<file path="config.mk">
export PLATFORM = sky130hd
export DESIGN_NAME = nn_sequencer
export DESIGN_NICKNAME = d
export VERILOG_FILES = /design/src/rtl/nn_pkg.sv /design/src/rtl/nn_byte_counter.sv /design/src/rtl/nn_sequencer.sv
export SDC_FILE = /design/constraint.sdc
export NUM_CORES = 1
export LEC_CHECK = 0
export BUFFER_PORTS_ARGS = -buffer_cell sky130_fd_sc_hd__buf_2
export CAP_MARGIN = 20
export CORE_MARGIN = 8
export CORE_UTILIZATION = 45
export CTS_BUF_LIST = sky130_fd_sc_hd__clkbuf_4 sky130_fd_sc_hd__clkbuf_8 sky130_fd_sc_hd__clkbuf_16
export DETAILED_ROUTE_END_ITERATION = 16
export HOLD_SLACK_MARGIN = 0.12
export PLACE_DENSITY = 0.79
export SYNTH_ARGS = -nofsm -noshare
export SYNTH_HDL_FRONTEND = slang
export SYNTH_SLANG_ARGS = --single-unit
</file>
<file path="constraint.sdc">
create_clock -name clk_i -period 2 [get_ports clk_i]
set_clock_uncertainty 0.2 [all_clocks]
set_input_delay 0.4 -clock clk_i [delete_from_list [all_inputs] [get_ports clk_i]]
set_output_delay 0.4 -clock clk_i [all_outputs]
set_load 0.005 [all_outputs]
</file>
<file path="src/rtl/nn_pkg.sv">
// Shared definitions for the perceptron-layer frame sequencer: FSM encoding,
// layer geometry and parameter-byte field offsets.
package nn_pkg;

    localparam int N_NEURONS   = 4;
    localparam int N_PARAMS    = 6;
    localparam int PARAM_BYTES = N_NEURONS * N_PARAMS;

    localparam int FLD_W0 = 0;
    localparam int FLD_W1 = 1;
    localparam int FLD_W2 = 2;
    localparam int FLD_W3 = 3;
    localparam int FLD_B  = 4;
    localparam int FLD_TH = 5;

    typedef enum logic [2:0] {
        ST_IDLE     = 3'd0,
        ST_LOAD_P   = 3'd1,
        ST_LOAD_X   = 3'd2,
        ST_SETTLE   = 3'd3,
        ST_CAPTURE  = 3'd4,
        ST_FEEDBACK = 3'd5,
        ST_DONE     = 3'd6
    } nn_state_e;

endpackage

</file>
<file path="src/rtl/nn_byte_counter.sv">
// Loadable up-counter that wraps to zero after LIMIT-1.
// Priority: clear, then load, then increment.
module nn_byte_counter #(
    parameter int WIDTH = 5,
    parameter int LIMIT = 24
) (
    input  logic             clk_i,
    input  logic             rst_ni,
    input  logic             clr_i,
    input  logic             load_i,
    input  logic [WIDTH-1:0] load_val_i,
    input  logic             inc_i,
    output logic [WIDTH-1:0] cnt_o
);

    localparam logic [WIDTH-1:0] MAX = WIDTH'(LIMIT - 1);

    logic [WIDTH-1:0] cnt_q, cnt_d;

    always_comb begin
        cnt_d = cnt_q;
        if (clr_i) begin
            cnt_d = '0;
        end else if (load_i) begin
            cnt_d = load_val_i;
        end else if (inc_i) begin
            cnt_d = (cnt_q == MAX) ? '0 : cnt_q + 1'b1;
        end
    end

    always_ff @(posedge clk_i or negedge rst_ni) begin
        if (!rst_ni) begin
            cnt_q <= '0;
        end else begin
            cnt_q <= cnt_d;
        end
    end

    assign cnt_o = cnt_q;

endmodule

</file>
<file path="src/rtl/nn_sequencer.sv">
// Frame controller for the perceptron layer: steers pad bytes into parameter/input
// registers (1-cycle strobe latency), then settles, captures and optionally feeds back.
module nn_sequencer
    import nn_pkg::*;
#(
    parameter int SETTLE_CYCLES = 2,
    parameter int N_LAYERS      = 1
) (
    input  logic       clk_i,
    input  logic       rst_ni,
    input  logic       start_i,
    input  logic       load_params_i,
    input  logic       abort_i,
    input  logic [7:0] data_in_i,
    input  logic       data_valid_i,
    output logic       param_we_o,
    output logic [4:0] param_addr_o,
    output logic [7:0] param_data_o,
    output logic       in_we_o,
    output logic [1:0] in_idx_o,
    output logic [7:0] in_data_o,
    output logic       feedback_sel_o,
    output logic       capture_o,
    output logic       busy_o,
    output logic       done_o,
    output logic       err_o,
    output logic [2:0] state_o
);

    localparam logic [4:0] P_LAST     = 5'(PARAM_BYTES - 1);
    localparam logic [1:0] X_LAST     = 2'(N_NEURONS - 1);
    localparam logic [3:0] S_END      = 4'(SETTLE_CYCLES);
    localparam logic [1:0] LAST_LAYER = 2'(N_LAYERS - 1);

    nn_state_e  state_q, state_d;
    logic [1:0] layer_q, layer_d;

    logic       param_we_q, param_we_d;
    logic [4:0] param_addr_q, param_addr_d;
    logic [7:0] param_data_q, param_data_d;
    logic       in_we_q, in_we_d;
    logic [1:0] in_idx_q, in_idx_d;
    logic [7:0] in_data_q, in_data_d;
    logic       feedback_sel_q, feedback_sel_d;
    logic       capture_q, capture_d;
    logic       busy_q, busy_d;
    logic       done_q, done_d;
    logic       err_q, err_d;

    logic [4:0] p_cnt;
    logic [1:0] x_cnt;
    logic [3:0] s_cnt;
    logic       cnt_clr, p_inc, x_inc, s_clr, s_inc, s_load;

    nn_byte_counter #(.WIDTH(5), .LIMIT(PARAM_BYTES)) u_p_cnt (
        .clk_i(clk_i), .rst_ni(rst_ni), .clr_i(cnt_clr), .load_i(1'b0),
        .load_val_i(5'd0), .inc_i(p_inc), .cnt_o(p_cnt)
    );

    nn_byte_counter #(.WIDTH(2), .LIMIT(N_NEURONS)) u_x_cnt (
        .clk_i(clk_i), .rst_ni(rst_ni), .clr_i(cnt_clr), .load_i(1'b0),
        .load_val_i(2'd0), .inc_i(x_inc), .cnt_o(x_cnt)
    );

    nn_byte_counter #(.WIDTH(4), .LIMIT(16)) u_s_cnt (
        .clk_i(clk_i), .rst_ni(rst_ni), .clr_i(cnt_clr | s_clr), .load_i(s_load),
        .load_val_i(4'd1), .inc_i(s_inc), .cnt_o(s_cnt)
    );

    always_comb begin
        state_d        = state_q;
        layer_d        = layer_q;
        param_we_d     = 1'b0;
        param_addr_d   = 5'd0;
        param_data_d   = 8'd0;
        in_we_d        = 1'b0;
        in_idx_d       = 2'd0;
        in_data_d      = 8'd0;
        feedback_sel_d = 1'b0;
        capture_d      = 1'b0;
        done_d         = 1'b0;
        err_d          = err_q;
        cnt_clr        = 1'b0;
        p_inc          = 1'b0;
        x_inc          = 1'b0;
        s_clr          = 1'b0;
        s_inc          = 1'b0;
        s_load         = 1'b0;

        case (state_q)
            ST_IDLE: begin
                // start takes priority; a byte arriving with it is not consumed
                if (start_i) begin
                    err_d   = 1'b0;
                    state_d = load_params_i ? ST_LOAD_P : ST_LOAD_X;
                end else if (data_valid_i) begin
                    err_d = 1'b1;
                end
            end
            ST_LOAD_P: begin
                if (data_valid_i) begin
                    param_we_d   = 1'b1;
                    param_addr_d = p_cnt;
                    param_data_d = data_in_i;
                    p_inc        = 1'b1;
                    if (p_cnt == P_LAST) state_d = ST_LOAD_X;
                end
            end
            ST_LOAD_X: begin
                if (data_valid_i) begin
                    in_we_d   = 1'b1;
                    in_idx_d  = x_cnt;
                    in_data_d = data_in_i;
                    x_inc     = 1'b1;
                    if (x_cnt == X_LAST) begin
                        state_d = ST_SETTLE;
                        s_clr   = 1'b1;
                    end
                end
            end
            ST_SETTLE: begin
                // the cycle carrying the last input strobe is settle count 0
                if (s_cnt == S_END) begin
                    state_d   = ST_CAPTURE;
                    capture_d = 1'b1;
                end else begin
                    s_inc = 1'b1;
                end
                if (data_valid_i) err_d = 1'b1;
            end
            ST_CAPTURE: begin
                if (layer_q < LAST_LAYER) begin
                    state_d        = ST_FEEDBACK;
                    feedback_sel_d = 1'b1;
                    in_we_d        = 1'b1;
                end else begin
                    state_d = ST_DONE;
                    done_d  = 1'b1;
                end
                if (data_valid_i) err_d = 1'b1;
            end
            ST_FEEDBACK: begin
                // the feedback strobe itself was this cycle, so settling starts at count 1
                layer_d = layer_q + 1'b1;
                state_d = ST_SETTLE;
                s_load  = 1'b1;
                if (data_valid_i) err_d = 1'b1;
            end
            ST_DONE: begin
                layer_d = 2'd0;
                state_d = ST_IDLE;
                if (data_valid_i) err_d = 1'b1;
            end
            default: begin
                state_d = ST_IDLE;
                layer_d = 2'd0;
                cnt_clr = 1'b1;
            end
        endcase

        if (start_i && state_q != ST_IDLE) err_d = 1'b1;

        if (abort_i) begin
            state_d        = ST_IDLE;
            layer_d        = 2'd0;
            err_d          = err_q;
            cnt_clr        = 1'b1;
            p_inc          = 1'b0;
            x_inc          = 1'b0;
            s_inc          = 1'b0;
            s_load         = 1'b0;
            param_we_d     = 1'b0;
            in_we_d        = 1'b0;
            feedback_sel_d = 1'b0;
            capture_d      = 1'b0;
            done_d         = 1'b0;
        end

        busy_d = (state_d != ST_IDLE);
    end

    always_ff @(posedge clk_i or negedge rst_ni) begin
        if (!rst_ni) begin
            state_q        <= ST_IDLE;
            layer_q        <= 2'd0;
            param_we_q     <= 1'b0;
            param_addr_q   <= 5'd0;
            param_data_q   <= 8'd0;
            in_we_q        <= 1'b0;
            in_idx_q       <= 2'd0;
            in_data_q      <= 8'd0;
            feedback_sel_q <= 1'b0;
            capture_q      <= 1'b0;
            busy_q         <= 1'b0;
            done_q         <= 1'b0;
            err_q          <= 1'b0;
        end else begin
            state_q        <= state_d;
            layer_q        <= layer_d;
            param_we_q     <= param_we_d;
            param_addr_q   <= param_addr_d;
            param_data_q   <= param_data_d;
            in_we_q        <= in_we_d;
            in_idx_q       <= in_idx_d;
            in_data_q      <= in_data_d;
            feedback_sel_q <= feedback_sel_d;
            capture_q      <= capture_d;
            busy_q         <= busy_d;
            done_q         <= done_d;
            err_q          <= err_d;
        end
    end

    assign param_we_o     = param_we_q;
    assign param_addr_o   = param_addr_q;
    assign param_data_o   = param_data_q;
    assign in_we_o        = in_we_q;
    assign in_idx_o       = in_idx_q;
    assign in_data_o      = in_data_q;
    assign feedback_sel_o = feedback_sel_q;
    assign capture_o      = capture_q;
    assign busy_o         = busy_q;
    assign done_o         = done_q;
    assign err_o          = err_q;
    assign state_o        = state_q;

endmodule

</file>
==> impl_metrics.sql <==
INSERT INTO impl_metrics (metric_group, metric, value, unit) VALUES
('global_route', 'grt_max_degree', '18', ''),
('clock_tree', 'cts_made_buffers', '5', ''),
('critical_path', 'gate_family_responsible_for_the_most_delay_along_the_worst_path', 'compound AO/OA/AOI/OAI gates', ''),
('critical_path', 'worst_ep_required_time', '1.98', 'ns'),
('layout', 'final_layout_size_suffix_gt1_share', '31.2', '%'),
('placed_design', 'globalplace.congestion', '0.895', ''),
('clock_tree', 'clkTransAtPathRegs', '0.08', 'ns'),
('sta', 'finalCritPeriodShare', '95.1', '%'),
('yosys', 'share_of_flip_flops_with_an_asynchronous_set_or_reset', '100', '%'),
('power_and_ir_drop', 'power_report.internal_total', '1.49', 'mW'),
('power_and_ir_drop', 'combinationalPowerShare', '9.2', '%'),
('yosys', 'ys_top_cells_by_area', 'sky130_fd_sc_hd__dfrtp_1 57%, sky130_fd_sc_hd__and2_1 8.3%, sky130_fd_sc_hd__ha_1 2.7%', ''),
('yosys', 'synth-main-ff-cell', 'sky130_fd_sc_hd__dfrtp_1', ''),
('power_and_ir_drop', 'power.share.switching', '20.8', '%'),
('drt', 'drt-pass1-iter-count', '4', ''),
('power_and_ir_drop', 'power.static_leakage', '1.26', 'nW'),
('yosys', 'post_synth_instance_area', '1880', 'um^2'),
('yosys', 'post_synth_num_cell_types', '43', ''),
('layout', 'areaGrowthSynthToFinish', '25.3', '%'),
('drt', 'via_count', '1380', ''),
('yosys', 'postSynthCellCount', '168', ''),
('floorplan', 'design.portCount', '47', ''),
('critical_path', 'path_max_fanout', '5', ''),
('global_route', 'via_count_of_the_first_global_routing_pass', '1426', ''),
('placed_design', 'half_perimeter_wire_length_after_detailed_placement', '2.98', 'mm'),
('job', 'cap_violations', '0', ''),
('global_route', 'grt_pass1_wl', '6.54', 'mm'),
('drt', 'via_per_inst', '5.09', ''),
('critical_path', 'setup.worst_path.class', 'reg2reg', ''),
('critical_path', 'crit_buf_inv', '1', ''),
('yosys', 'yosysSeqAreaShare', '57.4', '%'),
('floorplan', 'core.rowCount', '23', ''),
('sta', 'fin_crit', '1.90', 'ns'),
('drt', 'drt_drc_violations_left', '0', ''),
('sta', 'rsz0062_at_grt', 'false', ''),
('drt', 'drtIter0Drc', '81', ''),
('clock_tree', 'post_cts_setup_buffer_count', '0', ''),
('power_and_ir_drop', 'power_per_cell_area', '798', 'nW/um^2'),
('critical_path', 'worstSetupEndpointType', 'flip-flop', ''),
('sta', 'setup_tns', '0', 'ns'),
('critical_path', 'worst_path_largest_cell_delay', '0.41', 'ns'),
('placed_design', 'io_buffers', '45', ''),
('layout', 'design.final.nets', '238', ''),
('yosys', 'netlist.top_cell.by_area', 'sky130_fd_sc_hd__dfrtp_1', ''),
('hold_path', 'timing.hold.worst.class', 'in2reg', ''),
('run_status', 'outcome', 'completed', ''),
('layout', 'layout.cell_area.non_filler', '2350', 'um^2'),
('yosys', 'synth_enable_flop_cells', '0', ''),
('yosys', 'ys.warnings.count', '0', ''),
('floorplan', 'core_footprint', '4000', 'um^2'),
('yosys', 'ys_seq_elements', '43', ''),
('drt', 'antenna_left', '0', ''),
('floorplan', 'die-height', '80.6', 'um'),
('placed_design', 'detailed_place.area', '2180', 'um^2'),
('power_and_ir_drop', 'total_switching_power', '0.390', 'mW'),
('drt', 'post_drt_wl_per_cell', '14.5', 'um'),
('sta', 'finalMaxSlewViolations', '0', ''),
('sta', 'finalSetupViolCount', '0', ''),
('global_route', 'grt_util_all_layers', '12.6', '%'),
('clock_tree', 'insertion_delay', '0.29', 'ns'),
('clock_tree', 'cts_num_sinks', '43', ''),
('global_route', 'grt_overflow_total', '0', ''),
('clock_tree', 'clk_root_buffer_cell', 'sky130_fd_sc_hd__clkbuf_8', ''),
('critical_path', 'critical_path_arrival', '1.88', 'ns'),
('power_and_ir_drop', 'worst_ir_drop_vdd', '0.000349', 'V'),
('critical_path', 'timing.critical_path.cells', 'inv_1, ha_1, or3b_4, a32oi_2, o311ai_1, o31a_1', ''),
('layout', 'diodes', '0', ''),
('drt', 'total_routed_length', '3.93', 'mm'),
('power_and_ir_drop', 'clockPowerShare', '42.2', '%'),
('clock_tree', 'cts_tree', 'built', ''),
('clock_tree', 'cts_max_level', '2', '');
## state kept, by name, summed over array words and instances (netlist names)
signal and cells:
in_we_o 1, in_data_o 8, u_p_cnt.cnt_o 5, param_data_o 8, busy_o 1, capture_o 1
u_s_cnt.cnt_o 4, u_x_cnt.cnt_o 2, err_o 1, in_idx_o 2, param_we_o 1, done_o 1
param_addr_o 5, state_o 3
## cells in the mapped netlist (2+ instances only)
cell                       count
sky130_fd_sc_hd__nor2b_1       5
sky130_fd_sc_hd__inv_1         4
sky130_fd_sc_hd__and3_1        2
sky130_fd_sc_hd__clkbuf_1      3
sky130_fd_sc_hd__a21o_1        2
sky130_fd_sc_hd__dfrtp_1      43
sky130_fd_sc_hd__mux2i_1       3
sky130_fd_sc_hd__and4b_1       2
sky130_fd_sc_hd__or3_1         2
sky130_fd_sc_hd__nand3_1       3
sky130_fd_sc_hd__xnor2_1       2
sky130_fd_sc_hd__a21oi_1       9
sky130_fd_sc_hd__o21a_1        3
sky130_fd_sc_hd__buf_2         7
sky130_fd_sc_hd__ha_1          4
sky130_fd_sc_hd__nor3_1        4
sky130_fd_sc_hd__nor2_1        7
sky130_fd_sc_hd__nand3b_1      4
sky130_fd_sc_hd__nand2_1      10
sky130_fd_sc_hd__a31oi_1       2
sky130_fd_sc_hd__and2_1       25
## metrics by stage
stage	utilization [%]	setup slack, ns	total power [mW]	hold slack, ns	cells
after detailed placement	54.6	0.0134	1.10	0.140	262
final	58.7	0.0978	1.88	0.131	271
after floorplan	-	0.0396	1.01	-0.0956	168
after global placement	54.6	0.105	1.09	0.129	262
after global routing	58.7	0.0183	1.95	0.129	271
after CTS	58.3	0.0184	1.89	0.128	271
## layout make-up
type	instances	area [um^2]
Sequential cell	43	1080
Clock buffer	6	76.3
Tap cell	50	62.6
Timing Repair Buffer	56	310
Fill cell	345	1650
Inverter	4	15.0
Clock inverter	2	60.1
Multi-Input combinational cell	110	749
## layer usage
| metal | up-vias | global-route usage (%) | routed length, um |
|---|---|---|---|
| li1 | 677 | - | - |
| met1 | 655 | 15.8 | 1770 |
| met2 | 44 | 20.2 | 1770 |
| met3 | 4 | 4.46 | 353 |
| met4 | 0 | 3.27 | 34 |
| met5 | - | 0 | 0 |
## placed cells by master (no fill, tap or decap), types with 5 or more instances in the layout
cell / instances
sky130_fd_sc_hd__nor2_1: 7
sky130_fd_sc_hd__dfrtp_1: 43
sky130_fd_sc_hd__a21oi_1: 9
sky130_fd_sc_hd__nor2b_1: 5
sky130_fd_sc_hd__clkbuf_8: 5
sky130_fd_sc_hd__buf_2: 45
sky130_fd_sc_hd__buf_4: 10
sky130_fd_sc_hd__and2_1: 25
sky130_fd_sc_hd__nand2_1: 10
## power by group through the flow
stage / combinational [mW] / sequential (mW) / clock (mW)
6_report: 0.173 / 0.911 / 0.792
5_1_grt: 0.195 / 0.914 / 0.839
4_1_cts: 0.173 / 0.910 / 0.810
3_5_place_dp: 0.171 / 0.928 / 0
3_3_place_gp: 0.168 / 0.927 / 0
2_1_floorplan: 0.0890 / 0.926 / 0
## worst reg2reg max path, stage by stage, from the launching register on
cell	delay (ns)
sky130_fd_sc_hd__dfrtp_1	0.38
sky130_fd_sc_hd__inv_1	0.06
sky130_fd_sc_hd__ha_1	0.12
sky130_fd_sc_hd__or3b_4	0.41
sky130_fd_sc_hd__a32oi_2	0.19
sky130_fd_sc_hd__o311ai_1	0.13
sky130_fd_sc_hd__o31a_1	0.30
## cells by family after synthesis
family	share of synthesized area (%)
XOR/XNOR	1.40
flip-flops	57.4
multiplexers	1.60
AND/OR/NAND/NOR	22.2
other	0.200
AO/OA/AOI/OAI	10.9
adder cells (fa/ha/maj)	2.67
buffers and inverters	3.67
## worst paths after layout
| path | from | endpoint | slack (ns) | cells past startpoint |
|---|---|---|---|---|
| max in group asynchronous | rst_ni | in_idx_o[1]$_DFF_PN0_ | 0.69 | 3 |
| hold reg to reg | u_x_cnt.cnt_o[1]$_DFFE_PN0P_ | in_idx_o[1]$_DFF_PN0_ | 0.31 | 1 |
| setup reg to reg | u_s_cnt.cnt_o[0]$_DFFE_PN0P_ | busy_o$_DFF_PN0_ | 0.1 | 6 |
| setup / recovery | u_s_cnt.cnt_o[0]$_DFFE_PN0P_ | busy_o$_DFF_PN0_ | 0.1 | 6 |
| min in group asynchronous | rst_ni | param_data_o[3]$_DFF_PN0_ | 0.36 | 2 |
| hold / removal | data_in_i[1] | in_data_o[1]$_DFF_PN0_ | 0.13 | 2 |
## what timing repair did
| action | CTS | global route |
|---|---|---|
| endpoints found under the setup margin | 0 | 3 |
| hold buffers | 1 | 0 |
| resized for setup | 0 | 4 |
| endpoints found under the hold margin | 15 | 0 |
(Power assumes the default switching activity.)
